$ cat config.mk
export PLATFORM = sky130hd
export DESIGN_NAME = module_captura_operandos
export DESIGN_NICKNAME = d
export VERILOG_FILES = /design/src/rtl/module_captura_operandos_pkg.sv /design/src/rtl/module_bcd_shift.sv /design/src/rtl/module_captura_operandos.sv
export SDC_FILE = /design/constraint.sdc
export NUM_CORES = 1
export LEC_CHECK = 0
export CORE_MARGIN = 10
export CORE_UTILIZATION = 40
export CTS_BUF_LIST = sky130_fd_sc_hd__clkbuf_8
export DETAILED_ROUTE_END_ITERATION = 10
export DONT_BUFFER_PORTS = 1
export HOLD_SLACK_MARGIN = 0.02
export PLACE_DENSITY = 0.65
export SLEW_MARGIN = 20
export SYNTH_ARGS = -nofsm -noshare
export SYNTH_HDL_FRONTEND = slang
export SYNTH_SLANG_ARGS = --single-unit
$ cat constraint.sdc
create_clock -name clk -period 2.2 [get_ports clk]
set_clock_uncertainty 0.15 [all_clocks]
set_input_delay 0.55 -clock clk [delete_from_list [all_inputs] [get_ports clk]]
set_output_delay 0.55 -clock clk [all_outputs]
set_load 0.02 [all_outputs]
$ cat src/rtl/module_captura_operandos_pkg.sv
// Shared types and key decoding for the keypad operand-capture path.
package pkg_teclado;

  typedef enum logic [1:0] {
    S_A,
    S_B,
    S_DONE
  } state_t;

  localparam logic [3:0] KEY_ENTER = 4'hE;
  localparam logic [3:0] KEY_CLEAR = 4'hF;

  function automatic logic is_digit(input logic [3:0] code);
    return (code <= 4'd9);
  endfunction

endpackage

$ cat src/rtl/module_bcd_shift.sv
// One BCD operand register: shifts a new digit in at the LSD, counts digits, saturates at NDIG.
module module_bcd_shift #(
  parameter int NDIG = 3
) (
  input  logic                        clk,
  input  logic                        rst,
  input  logic                        clr,
  input  logic                        shift_en,
  input  logic [3:0]                  digit,
  output logic [4*NDIG-1:0]           value,
  output logic [$clog2(NDIG+1)-1:0]   count,
  output logic                        full
);

  localparam int CW = $clog2(NDIG + 1);

  logic [4*NDIG-1:0] w_shifted;

  // Built by shift-then-overwrite so the same code works for NDIG = 1.
  always_comb begin
    w_shifted      = value << 4;
    w_shifted[3:0] = digit;
  end

  assign full = (count == CW'(NDIG));

  always_ff @(posedge clk) begin
    if (rst || clr) begin
      value <= '0;
      count <= '0;
    end else if (shift_en && !full) begin
      value <= w_shifted;
      count <= count + 1'b1;
    end
  end

endmodule

$ cat src/rtl/module_captura_operandos.sv
// Keypad operand capture: entry FSM, two BCD operand registers, display mux and pulses.
module module_captura_operandos
  import pkg_teclado::*;
#(
  parameter int NDIG = 3
) (
  input  logic                clk,
  input  logic                rst,
  input  logic [3:0]          key_code,
  input  logic                key_valid,
  output logic [4*NDIG-1:0]   op_a,
  output logic [4*NDIG-1:0]   op_b,
  output logic                operands_ready,
  output logic [4*NDIG-1:0]   disp_bcd,
  output logic [NDIG-1:0]     disp_en,
  output logic                sel_b,
  output logic                key_err
);

  localparam int CW = $clog2(NDIG + 1);

  state_t          r_state, w_state_n;
  logic [CW-1:0]   w_cnt_a, w_cnt_b, w_cnt_disp;
  logic            w_full_a, w_full_b;
  logic            w_shift_a, w_shift_b, w_clr_a, w_clr_b;
  logic            w_err_n, w_rdy_n;
  logic            w_digit, w_enter, w_clear, w_bad;

  assign w_digit = key_valid && is_digit(key_code);
  assign w_enter = key_valid && (key_code == KEY_ENTER);
  assign w_clear = key_valid && (key_code == KEY_CLEAR);
  assign w_bad   = key_valid && !is_digit(key_code)
                   && (key_code != KEY_ENTER) && (key_code != KEY_CLEAR);

  module_bcd_shift #(.NDIG(NDIG)) u_op_a (
    .clk      (clk),
    .rst      (rst),
    .clr      (w_clr_a),
    .shift_en (w_shift_a),
    .digit    (key_code),
    .value    (op_a),
    .count    (w_cnt_a),
    .full     (w_full_a)
  );

  module_bcd_shift #(.NDIG(NDIG)) u_op_b (
    .clk      (clk),
    .rst      (rst),
    .clr      (w_clr_b),
    .shift_en (w_shift_b),
    .digit    (key_code),
    .value    (op_b),
    .count    (w_cnt_b),
    .full     (w_full_b)
  );

  always_ff @(posedge clk) begin
    if (rst) begin
      r_state        <= S_A;
      key_err        <= 1'b0;
      operands_ready <= 1'b0;
    end else begin
      r_state        <= w_state_n;
      key_err        <= w_err_n;
      operands_ready <= w_rdy_n;
    end
  end

  always_comb begin
    w_state_n = r_state;
    w_shift_a = 1'b0;
    w_shift_b = 1'b0;
    w_clr_a   = 1'b0;
    w_clr_b   = 1'b0;
    w_err_n   = 1'b0;
    w_rdy_n   = 1'b0;
    if (w_clear) begin
      w_clr_a   = 1'b1;
      w_clr_b   = 1'b1;
      w_state_n = S_A;
    end else if (w_bad) begin
      w_err_n = 1'b1;
    end else begin
      case (r_state)
        S_A: begin
          if (w_digit) begin
            if (w_full_a) w_err_n = 1'b1;
            else          w_shift_a = 1'b1;
          end else if (w_enter) begin
            if (w_cnt_a != '0) begin
              w_state_n = S_B;
              w_clr_b   = 1'b1;
            end else begin
              w_err_n = 1'b1;
            end
          end
        end
        S_B: begin
          if (w_digit) begin
            if (w_full_b) w_err_n = 1'b1;
            else          w_shift_b = 1'b1;
          end else if (w_enter) begin
            if (w_cnt_b != '0) begin
              w_state_n = S_DONE;
              w_rdy_n   = 1'b1;
            end else begin
              w_err_n = 1'b1;
            end
          end
        end
        S_DONE: begin
          if (w_digit || w_enter) w_err_n = 1'b1;
        end
        default: w_state_n = S_A;
      endcase
    end
  end

  // Leading zeros blanked; digit 0 always lit even with an empty operand.
  always_comb begin
    sel_b      = (r_state != S_A);
    disp_bcd   = sel_b ? op_b : op_a;
    w_cnt_disp = sel_b ? w_cnt_b : w_cnt_a;
    disp_en    = '0;
    for (int unsigned i = 0; i < NDIG; i++) begin
      disp_en[i] = (i == 0) || (i < 32'(w_cnt_disp));
    end
  end

endmodule

## Yosys cells after proc, flatten, opt, wreduce, memory -nomap -nowiden

Cells that the tools add are included.

| storage, ports and cells | value |
|---|---|
| output and inout port bits | 42 |
| logic and storage cells | 89 |
| register bits after elaboration | 32 |
| input port bits | 7 |

| operators by class | value |
|---|---|
| reductions and logical operators | 21 |
| order comparisons | 3 |
| equal/unequal tests | 14 |
| mux-type cells | 38 |
| bitwise operators | 4 |
| add/subtract/negate cells | 2 |

Operators by type and width:

| cell | count |
|---|---|
| 1-bit 2-to-1 mux | 28 |
| 2-bit 2-to-1 mux | 7 |
| 12-bit 2-to-1 mux | 1 |
| 2-bit inequality test (second input constant) | 6 |
| 4-bit equality test (second input constant) | 2 |
| 1-bit logical AND | 8 |
| 4-bit inequality test (second input constant) | 2 |
| 8-bit AND reduction | 1 |
| 2-bit equality test (second input constant) | 3 |
| 2-bit case mux with 3 select lines | 1 |
| 2-bit nonzero test | 3 |
| 6-bit OR reduction | 1 |
| 2-bit by 1-bit adder with 2-bit output (second input constant) | 2 |
| 4-bit less-or-equal comparator (second input constant) | 1 |
| 1-bit NOT | 4 |
| 1-bit logical NOT | 3 |
| 1-bit logical OR | 3 |
| 1-bit case mux with 3 select lines | 1 |
| 2-bit by 1-bit equality test with 1-bit output (second input constant) | 1 |
| 2-bit logical NOT | 1 |
| 1-bit by 2-bit less-than comparator with 1-bit output (first input constant) | 1 |
| 2-bit less-than comparator (first input constant) | 1 |
| 2-bit OR reduction | 1 |

## Longest topological paths before layout

Gate-level depths: netlist of the first run.

| logic depth | value |
|---|---|
| depth after elaboration | 8 |
| mapped depth | 7 |
| mapped depth without buffers | 6 |

## Hierarchy

From an unflattened synthesis of the first run, not the netlist that was laid out.

| unflattened totals | value |
|---|---|
| cell total of the unflattened synthesis | 216 |
| area total of the unflattened synthesis | 1609.0 um^2 |

By module, submodules not included:

| module | cells an instance | times used | area each (um^2) | seq. area each (um^2) |
|---|---|---|---|---|
| module_bcd_shift | 63 | 2 | 561.8 | 280.3 |
| module_captura_operandos | 90 | 1 | 485.5 | 80.1 |

## Worst setup path before layout of the first run

No wires, ideal clock.

| path | value |
|---|---|
| kind | reg2out |
| start point | register r_state[1] |
| end point | output disp_en[2] |
| arrival time | 1.320 ns |
| path slack | 0.180 ns |
| path buffers | 1 |
| data required time | 1.500 ns |
| stages on the path, launching flop included | 4 |
| cell sequence | dfxtp_1 -> nor2_8 -> buf_2 -> o31ai_1 |

| between the ends | value |
|---|---|
| word-level cells in the longest chain between the ends | 3 |

Ends and longest elaborated chain:

| element | line | RTL |
|---|---|---|
| start: declaration | module_captura_operandos.sv:22 | `state_t r_state, w_state_n;` |
| start signal: assignment | module_captura_operandos.sv:63 | `r_state <= w_state_n;` |
| 2-bit nonzero test | module_captura_operandos.sv:121 | `sel_b = (r_state != S_A);` |
| 2-bit 2-to-1 mux | module_captura_operandos.sv:123 | `w_cnt_disp = sel_b ? w_cnt_b : w_cnt_a;` |
| 2-bit less-than comparator | module_captura_operandos.sv:126 | `disp_en[i] = (i == 0) \|\| (i < 32'(w_cnt_disp));` |
| end: declaration | module_captura_operandos.sv:15 | `output logic [NDIG-1:0] disp_en,` |

Every way passes these cells.

## Worst setup path after layout of the first run

| path | value |
|---|---|
| start point | register r_state[0] |
| end point | output disp_bcd[0] |

| between the ends | value |
|---|---|
| word-level cells in the longest chain between the ends | 2 |

Ends and longest elaborated chain:

| element | line | RTL |
|---|---|---|
| 2-bit nonzero test | module_captura_operandos.sv:121 |  |
| 12-bit 2-to-1 mux | module_captura_operandos.sv:122 | `disp_bcd = sel_b ? op_b : op_a;` |
| end: declaration | module_captura_operandos.sv:14 | `output logic [4*NDIG-1:0] disp_bcd,` |

Every way passes these cells.

==> metrics.md, run 1 <==
| Metric | Value |
|---|---|
| Total Negative Setup Slacks | 0 ns |
| Pins Over Slew Limit | 0 |
| Post-route DRC | 0 |
| Result of the run | finished, final reports clean |
| Hold buffers post-CTS | 0 |
| Clock tree from TritonCTS | built |
| Area of all placed cells without fillers | 1710 um^2 |
| Top cell family by delay on the critical path | multiplexers |
| Highest ir drop seen on vdd | 356 uV |
| Pwr/cell area | around 730 nW/um^2 |
| ANT nets after route | 0 |
| DP Area | 1580 um^2 |
| Floorplan die height | 82.6 um |
| Highest Clock Rate | 475 MHz |
| Critical path start-end classification | reg2out |
| Routability congestion estimate | between 0.8 and 0.9 |
| Remaining global-route overflow | 0 |
| Synth Instances | roughly 150 |
| Reg-to-reg startpoint | r_state[0]$_SDFFE_PP0P_ |
| GR Util All Layers | approximately an eighth |
| CTS max path bufs | 2 |
| RSZ-0062 raised after global routing | false |
| WP buf/inv | 0 |
| Data required time at the worst endpoint | around 1.5 ns |
| Synthesized area per cell | 10.2 um^2 |
| Drt initial violations | 44 |
| Max Cap Viol | 0 |
| List of most frequent post-synthesis cells | sky130_fd_sc_hd__dfxtp_1, sky130_fd_sc_hd__nor2_1, sky130_fd_sc_hd__mux2i_1 |
| Filler cell count | between 300 and 400 |
| CTS sink count | 32 |
| Highest fanout seen on the critical path | 9 |
| Net count after synthesis | about 170 |
| Maximum number of pins on one net before global-route repair | 16 |
| Class of the tightest hold or removal check | in2reg |
| Ant diodes | 0 |
| Placement Rows | 22 |
| Library cell contributing the largest single delay on the critical path | sky130_fd_sc_hd__mux2_2 |
| Number of vias after detailed routing | 1129 |
| Share of async-settable or async-resettable flops after synthesis | 0% |
| # nets final | 169 |
| Clock insertion delay at the later pin of the skew report | 0.28 ns |
| Dominant cells by area after synthesis | sky130_fd_sc_hd__dfxtp_1, sky130_fd_sc_hd__mux2i_1, sky130_fd_sc_hd__mux2_2, sky130_fd_sc_hd__nor2_1, sky130_fd_sc_hd__ha_1 |
| Post-synth top area share | 40.9% |
| Sequential cell area fraction in the yosys report | 40.9% |
| Detailed-route wire length | 4090 um |
| Number of synthesized flops with an enable pin | 0 |
| Critical path data arrival time | 1.41 ns |
| Post-synthesis cell area | 1570 um^2 |
| Crit path time final | 2.11 ns |
| Netlist cell types | 35 |
| H-Tree Level Count | 2 |
| Most used flip-flop cell after synthesis | sky130_fd_sc_hd__dfxtp_1 |
| Initial core utilization | 42.2% |
| Area growth syn-to-layout | 9.18% |
| Die footprint | 6820 um^2 |
| Largest incremental delay on the critical path | ~0.44 ns |
| Depth of the most critical reg-to-reg path | 5 |
| Global-route wire length before repair | 6270 um |
| Flop and latch count out of synthesis | 32 |
| Number of antenna violations at the first check in global routing | 0 |
| Core ar. | 3720 um^2 |
| Die X | 82.6 um |
| Buffers on Ports | 0 |
| Fin crit share | 95.7% |
| Setup violators final | 0 |
| Count of pins on the block boundary | about 50 |
| Critical Path Stages | 2 |
| YS warnings | 0 |
| Count leader, synth | sky130_fd_sc_hd__dfxtp_1 |
| Cell Chain, Critical Path | nor2_4 > mux2_2 |
| Via count of the first global-routing pass | 1163 |
| Number of iterations in the first detailed-routing pass | 5 |
| Share of final-layout standard cells stronger than drive strength 1 | 21.4% |
| Yosys top cell by area | sky130_fd_sc_hd__dfxtp_1 |
| Crit Reg-Reg Endpoint | u_op_a.value[11]$_SDFFE_PP0P_ |
| Number of buffers created by CTS | 5 |
| Number of hold-slack violations in the final timing report | 0 |
| Sink of the worst hold path | operands_ready$_SDFF_PP0_ |
| Number of vias per cell | 5.45 |
| Sort of element at the start of the critical path | register |
| Reg-to-reg setup timing slack | 0.40 ns |
| Hold Path Stages | 1 |
| Critical path capture point type | primary output |
| Clock slew at reported path FFs | roughly 0.06 ns |
| Leakage power total | 0.838 nW |
| Total power after layout | 1.26 mW |
| Average wire per cell in the routed design | 19.7 um |
| Final HPWL DP | 2970 um |
| Clock root buffer | sky130_fd_sc_hd__clkbuf_8 |
| Startpoint of the lowest-slack hold path | rst |
[flip-flops by register name, indices dropped and copies added, names as in the netlist]
| name | flops |
|---|---|
| key_err | 1 |
| operands_ready | 1 |
| r_state | 2 |
| u_op_a.count | 2 |
| u_op_a.value | 12 |
| u_op_b.count | 2 |
| u_op_b.value | 12 |
[per-stage QoR]
stage          hold WS, ns  setup slack, ns  utilization [%]  std cells
5_1_grt              0.181           0.0148             46.1        207
3_5_place_dp         0.387            0.297             42.6        197
6_report             0.193           0.0942             46.1        207
3_3_place_gp         0.356            0.337             42.6        197
4_1_cts              0.182           0.0128             46.0        207
2_1_floorplan        0.340            0.180                -        154
[worst max path at each step]
stage	startpoint	slack, ns	endpoint
global placement	r_state[1]$_SDFFE_PP0P_	0.34	disp_bcd[11]
global route	r_state[0]$_SDFFE_PP0P_	0.01	disp_bcd[0]
finish	r_state[0]$_SDFFE_PP0P_	0.09	disp_bcd[0]
detailed placement	r_state[0]$_SDFFE_PP0P_	0.30	disp_bcd[10]
floorplan	r_state[1]$_SDFFE_PP0P_	0.18	disp_en[2]
CTS	r_state[1]$_SDFFE_PP0P_	0.01	disp_bcd[0]
[placed cells by master (no fill, tap or decap), types with 2 or more instances in the layout]
cell type	netlist	routed
sky130_fd_sc_hd__nor2_1	31	31
sky130_fd_sc_hd__dfxtp_1	32	30
sky130_fd_sc_hd__mux2i_1	26	26
sky130_fd_sc_hd__mux2_2	12	12
sky130_fd_sc_hd__inv_1	8	9
sky130_fd_sc_hd__clkbuf_8	0	5
sky130_fd_sc_hd__buf_4	2	5
sky130_fd_sc_hd__nand2_1	4	4
sky130_fd_sc_hd__ha_1	4	4
sky130_fd_sc_hd__o21ai_0	2	2
sky130_fd_sc_hd__nor3_1	2	2
sky130_fd_sc_hd__xnor2_1	2	2
sky130_fd_sc_hd__dfxtp_2	0	2
[logic make-up (layout without fill, tap and decap cells)]
kind of cell,Yosys count,count (layout),synth area share (%)
buffers and inverters,17,21,6.70
XOR/XNOR,3,3,1.68
multiplexers,38,38,25.2
flip-flops,32,32,40.9
adder cells (fa/ha/maj),4,4,3.19
AO/OA/AOI/OAI,12,12,6.31
AND/OR/NAND/NOR,47,48,15.8
other,1,1,0.239
[repair_timing]
action,4_1_cts,5_1_grt
buffers inserted,1,0
gates cloned,1,0
endpoints found under the setup margin,12,14
pin swaps,2,1
resized for setup,0,2
[area by class of cell]
cell class	instances	area (um^2)	area share (%)
multi-input combinational	106	833	48.7
sequential	32	643	37.6
clock buffer	5	68.8	4.02
tap	48	60.1	3.51
clock inverter	3	38.8	2.27
timing repair buffer	5	37.5	2.19
inverter	8	30.0	1.75
[routing by layer]
| layer | GRT usage [%] | vias up | routed length, um |
|---|---|---|---|
| met5 | 0 | - | 0 |
| met4 | 6.35 | 0 | 87 |
| met3 | 6.26 | 6 | 371 |
| met2 | 21.8 | 38 | 2190 |
| met1 | 11.8 | 553 | 1440 |
| li1 | - | 532 | - |
[power by group]
part | internal (mW) | leakage, nW | switching [mW]
logic | 0.0408 | 0.519 | 0.0588
registers | 0.591 | 0.260 | 0.0231
clock network | 0.331 | 0.0593 | 0.212
(Power assumes the default switching activity.)
==> run 2: changes to the inputs <==
--- a/config.mk
+++ b/config.mk
@@ -6,12 +6,11 @@
 export NUM_CORES = 1
 export LEC_CHECK = 0
 export CORE_MARGIN = 10
-export CORE_UTILIZATION = 40
+export CORE_UTILIZATION = 30
 export CTS_BUF_LIST = sky130_fd_sc_hd__clkbuf_8
 export DETAILED_ROUTE_END_ITERATION = 10
-export DONT_BUFFER_PORTS = 1
 export HOLD_SLACK_MARGIN = 0.02
-export PLACE_DENSITY = 0.65
+export PLACE_DENSITY = 0.67
 export SLEW_MARGIN = 20
 export SYNTH_ARGS = -nofsm -noshare
 export SYNTH_HDL_FRONTEND = slang
==> run 2 against run 1 <==
The flow now finishes with violations (setup timing). Via count up 23%. Die area up 25%. Fmax down 4.9%. Hold slack better by 0.18 ns. Clock power up 1%. Combinational power up 85%. Sequential power down 2%. Total power up 6.0%. Cell area up 42%. Critical path type unchanged. Critical endpoint is now disp_bcd[7]. Largest power group unchanged.
==> metrics.md, run 2 (same netlist as run 1, synthesis figures left out) <==
| Metric | Value |
|---|---|
| Depth of the most critical reg-to-reg path | 6 |
| Cell occurring most often along the worst timing path | sky130_fd_sc_hd__buf_6 |
| Class of the tightest hold or removal check | reg2reg |
| # nets final | 237 |
| Die footprint | 8520 um^2 |
| Count of pins on the block boundary | 49 |
| Drt initial violations | 60 |
| Highest ir drop seen on vdd | 331 uV |
| Share of final-layout standard cells stronger than drive strength 1 | 30.4% |
| Post-route DRC | 0 |
| Core ar. | between 5000 and 6000 um^2 |
| GR Util All Layers | 10.2% |
| Fin crit share | 101% |
| Critical path start-end classification | reg2out |
| Maximum number of pins on one net before global-route repair | 15 |
| Number of antenna violations at the first check in global routing | 0 |
| Largest incremental delay on the critical path | 0.38 ns |
| Cell Chain, Critical Path | nor2_4 > buf_6 > buf_6 > buf_6 > mux2_4 > buf_6 |
| CTS sink count | 32 |
| Startpoint of the most critical setup path | r_state[0]$_SDFFE_PP0P_ |
| Pwr/cell area | 549 nW/um^2 |
| Highest fanout seen on the critical path | 4 |
| Via count of the first global-routing pass | roughly 1400 |
| Crit path time final | 2.21 ns |
| Pins Over Slew Limit | 0 |
| Routability congestion estimate | around 0.80 |
| Initial core utilization | 30.9% |
| Area growth syn-to-layout | 54.7% |
| Remaining global-route overflow | 0 |
| ANT nets after route | 0 |
| CTS max path bufs | 2 |
| Reg-to-reg startpoint | r_state[1]$_SDFFE_PP0P_ |
| Clock insertion delay at the later pin of the skew report | 0.28 ns |
| Critical path capture point type | primary output |
| Clock tree from TritonCTS | built |
| Buffers on Ports | 47 |
| Hold slack | about 0.37 ns |
| Worst setup path endpoint | disp_bcd[7] |
| Floorplan die height | 92.3 um |
| RSZ-0062 raised after global routing | true |
| Violated checks | setup timing |
| Hold buffers post-CTS | 0 |
| Highest Clock Rate | 452 MHz |
| Library cell contributing the largest single delay on the critical path | sky130_fd_sc_hd__dfxtp_4 |
| Data required time at the worst endpoint | 1.50 ns |
| Ant diodes | 0 |
| Max Cap Viol | 0 |
| Setup slack at placement | -0.0900 ns |
| Total Negative Setup Slacks | -0.0135 ns |
| Critical path data arrival time | between 1.5 and 2 ns |
| DP Area | between 2000 and 2500 um^2 |
| Number of buffers created by CTS | 5 |
| Average wire per cell in the routed design | 14.4 um |
| Number of vias after detailed routing | 1384 |
| Number of hold-slack violations in the final timing report | 0 |
| Clock slew at reported path FFs | ~0.070 ns |
| Final HPWL DP | 3010 um |
| Detailed-route wire length | 4270 um |
| Die X | between 90 and 100 um |
| Biggest registers after layout | u_op_a.value x12, u_op_b.value x12 |
| Clock root buffer | sky130_fd_sc_hd__clkbuf_8 |
| Leakage power total | about 1.2 nW |
| Placement Rows | 26 |
| Global-route wire length before repair | about 7000 um |
| Number of vias per cell | 4.66 |
| Crit Reg-Reg Endpoint | key_err$_SDFF_PP0_ |
| Area of all placed cells without fillers | 2420 um^2 |
| Most frequent standard cell in the layout excluding fill and tap cells | sky130_fd_sc_hd__clkdlybuf4s50_1 |
| Number of iterations in the first detailed-routing pass | 4 |
| H-Tree Level Count | 2 |
| Setup violators final | 1 |
| Total power after layout | 1.33 mW |
| Result of the run | finished, violations left |
| Final worst setup slack | -0.0135 ns |
| Sort of element at the start of the critical path | register |
| Reg-to-reg setup timing slack | 0.44 ns |
| Commonest cells after routing, fill and taps aside | sky130_fd_sc_hd__clkdlybuf4s50_1, sky130_fd_sc_hd__nor2_1, sky130_fd_sc_hd__dfxtp_1, sky130_fd_sc_hd__mux2i_1, sky130_fd_sc_hd__buf_4 |
## run 2: cell types whose count changed in the layout (fill, tap and decap cells not counted)
cell	previous run	this run
sky130_fd_sc_hd__clkdlybuf4s15_2	0	3
sky130_fd_sc_hd__buf_4	5	19
sky130_fd_sc_hd__mux2_4	0	6
sky130_fd_sc_hd__clkbuf_2	0	3
sky130_fd_sc_hd__buf_12	0	2
sky130_fd_sc_hd__clkdlybuf4s50_1	0	32
sky130_fd_sc_hd__clkdlybuf4s15_1	0	1
sky130_fd_sc_hd__dfxtp_4	0	2
sky130_fd_sc_hd__nor2_4	1	2
sky130_fd_sc_hd__dfxtp_2	2	0
sky130_fd_sc_hd__buf_6	0	10
sky130_fd_sc_hd__buf_2	0	2
sky130_fd_sc_hd__mux2_2	12	6
## run 2: worst min path at each step
stage	startpoint	end	slack [ns]	cells after the start
2_1_floorplan	u_op_b.count[1]$_SDFFE_PP0P_	u_op_b.count[1]$_SDFFE_PP0P_	0.34	2
3_3_place_gp	u_op_b.value[8]$_SDFFE_PP0P_	u_op_b.value[8]$_SDFFE_PP0P_	0.35	2
3_5_place_dp	u_op_b.value[8]$_SDFFE_PP0P_	u_op_b.value[8]$_SDFFE_PP0P_	0.37	2
4_1_cts	u_op_a.value[10]$_SDFFE_PP0P_	u_op_a.value[10]$_SDFFE_PP0P_	0.38	2
5_1_grt	u_op_b.count[1]$_SDFFE_PP0P_	u_op_b.count[1]$_SDFFE_PP0P_	0.44	2
6_report	u_op_b.value[11]$_SDFFE_PP0P_	u_op_b.value[11]$_SDFFE_PP0P_	0.37	2
## run 2: repair_timing
| action | CTS | global route |
|---|---|---|
| cloned | 2 | 0 |
| pin swaps | 3 | 3 |
| gates resized for setup | 52 | 27 |
| endpoints found under the setup margin | 15 | 10 |
| setup buffers | 8 | 2 |
## run 2: where the power goes
group	internal [mW]	switching [mW]	leakage, nW
Sequential	0.589	0.0104	0.260
Clock	0.331	0.218	0.0593
Combinational	0.0932	0.0908	0.843
## run 2: through the flow
stage	util, %	cells
detailed placement	43.1	277
floorplan	-	154
global route	47.8	297
global placement	43.1	277
finish	47.8	297
CTS	46.4	295
## run 2: area by class of cell
cell class,count,area (um^2)
clock buffers,5,68.8
clock inverters,3,38.8
fillers,496,2650
inverters,8,30.0
multi-input cells,107,867
flip-flops and latches,32,648
well taps,70,87.6
repair buffers,72,684
## run 2: critical path: cells and delay by family, from the launching register on
| kind | cells | cell delay (ns) |
|---|---|---|
| buffers and inverters | 4 | 0.40 |
| flip-flops | 1 | 0.38 |
| multiplexers | 1 | 0.29 |
| AND/OR/NAND/NOR | 1 | 0.16 |
## run 2: per-layer routing
layer | vias to the layer above | track usage (%) | wire [um]
met5 | - | 0 | 0
met4 | 0 | 4.50 | 48
met3 | 6 | 4.76 | 329
met2 | 48 | 17.1 | 2090
met1 | 658 | 10.7 | 1800
li1 | 672 | - | -
==> run 3: changes to the inputs <==
--- a/config.mk
+++ b/config.mk
@@ -6,11 +6,11 @@
 export NUM_CORES = 1
 export LEC_CHECK = 0
 export CORE_MARGIN = 10
-export CORE_UTILIZATION = 30
+export CORE_UTILIZATION = 45
 export CTS_BUF_LIST = sky130_fd_sc_hd__clkbuf_8
 export DETAILED_ROUTE_END_ITERATION = 10
 export HOLD_SLACK_MARGIN = 0.02
-export PLACE_DENSITY = 0.67
+export PLACE_DENSITY = 0.89
 export SLEW_MARGIN = 20
 export SYNTH_ARGS = -nofsm -noshare
 export SYNTH_HDL_FRONTEND = slang
==> run 3 against run 2 <==
Hold slack better by 0.0065 ns. Final cell count down 10%. The run now ends clean. Global-route usage up 2.7 points. Setup slack better by 0.055 ns. Combinational power down 5%. Routed wire length down 5.6%. Sequential power about the same. Cell area down 5.1%.
==> metrics.md, run 3 (same netlist as run 1, synthesis figures left out) <==
| Metric | Value |
|---|---|
| CTS sink count | 32 |
| Startpoint of the lowest-slack hold path | u_op_b.value[11]$_SDFFE_PP0P_ |
| Floorplan die height | 79.0 um |
| Global-route wire length before repair | about 6700 um |
| Highest ir drop seen on vdd | roughly 480 uV |
| DP Area | approximately 2200 um^2 |
| Share of final-layout standard cells stronger than drive strength 1 | around 27% |
| Number of vias after detailed routing | 1339 |
| Commonest cells after routing, fill and taps aside | sky130_fd_sc_hd__clkdlybuf4s50_1, sky130_fd_sc_hd__nor2_1, sky130_fd_sc_hd__dfxtp_1, sky130_fd_sc_hd__mux2i_1, sky130_fd_sc_hd__buf_4 |
| Average wire per cell in the routed design | ~15 um |
| Count of pins on the block boundary | 49 |
| Highest Clock Rate | roughly 460 MHz |
| Hold slack | approximately 0.38 ns |
| Clock slew at reported path FFs | 0.06 ns |
| Maximum number of pins on one net before global-route repair | 15 |
| Number of vias per cell | 5.01 |
| Clock tree from TritonCTS | built |
| Initial core utilization | 46.6% |
| Remaining global-route overflow | 0 |
| Final HPWL DP | 2870 um |
| RSZ-0062 raised after global routing | true |
| Result of the run | finished, final reports clean |
| Clock root buffer | sky130_fd_sc_hd__clkbuf_8 |
| Number of iterations in the first detailed-routing pass | 4 |
| Clock insertion delay at the later pin of the skew report | 0.27 ns |
| Post-route DRC | 0 |
| Ant diodes | 0 |
| Pins Over Slew Limit | 0 |
| ANT nets after route | 0 |
| Leakage power total | 1.13 nW |
| Critical path start-end classification | reg2out |
| Number of buffers created by CTS | 5 |
| Area of all placed cells without fillers | 2300 um^2 |
| Fin crit share | 98.1% |
| Final worst setup slack | slightly above 0.04 ns |
| Routability congestion estimate | just under 0.9 |
| Setup slack at placement | -0.0854 ns |
| GR Util All Layers | between 10% and 20% |
| Biggest registers after layout | u_op_a.value x12, u_op_b.value x12 |
| Area growth syn-to-layout | 46.8% |
| Die footprint | approximately 6200 um^2 |
| Max Cap Viol | 0 |
| Filler cell count | 275 |
| # nets final | between 200 and 250 |
| Critical path capture point type | primary output |
| Number of hold-slack violations in the final timing report | 0 |
| Crit path time final | around 2.2 ns |
| Detailed-route wire length | between 4000 and 5000 um |
| Pwr/cell area | between 500 and 600 nW/um^2 |
| Data required time at the worst endpoint | around 1.5 ns |
| Via count of the first global-routing pass | approximately 1300 |
| Setup violators final | 0 |
| CTS max path bufs | 2 |
| Placement Rows | 21 |
| Core ar. | ~3400 um^2 |
| Sort of element at the start of the critical path | register |
| Startpoint of the most critical setup path | r_state[0]$_SDFFE_PP0P_ |
| Die X | 79.0 um |
| Buffers on Ports | between 40 and 50 |
| Highest fanout seen on the critical path | 6 |
| Critical path data arrival time | 1.46 ns |
| Most frequent standard cell in the layout excluding fill and tap cells | sky130_fd_sc_hd__clkdlybuf4s50_1 |
| H-Tree Level Count | 2 |
| Reg-to-reg startpoint | u_op_b.count[0]$_SDFFE_PP0P_ |
| Drt initial violations | 84 |
| Class of the tightest hold or removal check | reg2reg |
| Number of antenna violations at the first check in global routing | 0 |
-- run 3: per-stage QoR --
step | TNS [ns] | total power [mW] | cells | util (%)
floorplan | 0 | 0.714 | 154 | -
global placement | -0.744 | 0.786 | 252 | 64.0
detailed placement | -1.08 | 0.791 | 252 | 64.0
CTS | 0 | 1.32 | 267 | 67.7
global route | -0.0181 | 1.36 | 267 | 68.4
finish | 0 | 1.31 | 267 | 68.4
-- run 3: repair_timing --
item / 4_1_cts / 5_1_grt
cloned: 1 / 0
pin swaps: 2 / 1
gates resized for setup: 50 / 12
hold buffers: 0 / 0
endpoints found under the hold margin: 0 / 0
setup buffers: 6 / 0
endpoints found under the setup margin: 15 / 6
-- run 3: metal layers --
layer  vias to the layer above  GRT usage [%]  wire length [um]  share of wire (%)
met3                         4           4.95               286                7.1
met4                         0           3.23                20               0.50
li1                        661              -                 -                  -
met5                         -              0                 0                  0
met2                        39           20.9              1980                 49
met1                       635           15.7              1740                 43
-- run 3: where the power goes --
part / internal [mW] / leakage, nW / switching [mW]
combinational: 0.0869 / 0.811 / 0.0882
sequential: 0.590 / 0.260 / 0.0116
clock: 0.331 / 0.0593 / 0.206
-- run 3: final timing paths --
kind              cells past startpoint  slack [ns]                             to
setup / recovery                      4        0.04                    disp_bcd[1]
hold / removal                        2        0.38  u_op_b.value[11]$_SDFFE_PP0P_
setup reg to reg                      6        0.53             key_err$_SDFF_PP0_
hold reg to reg                       2        0.38  u_op_b.value[11]$_SDFFE_PP0P_
-- run 3: worst max-delay path: stages, from the launching register on --
cell and delay, ns:
sky130_fd_sc_hd__dfxtp_4 0.37, sky130_fd_sc_hd__nor2_4 0.22, sky130_fd_sc_hd__buf_12 0.14, sky130_fd_sc_hd__mux2_2 0.33, sky130_fd_sc_hd__buf_6 0.13
-- run 3: cell type report --
| type | instances | area, um^2 | area share [%] |
|---|---|---|---|
| Clock buffer | 5 | 68.8 | 2.99 |
| Clock inverter | 3 | 38.8 | 1.69 |
| Timing Repair Buffer | 67 | 623 | 27.1 |
| Tap cell | 46 | 57.6 | 2.50 |
| Sequential cell | 32 | 646 | 28.1 |
| Multi-Input combinational cell | 106 | 837 | 36.4 |
| Inverter | 8 | 30.0 | 1.31 |
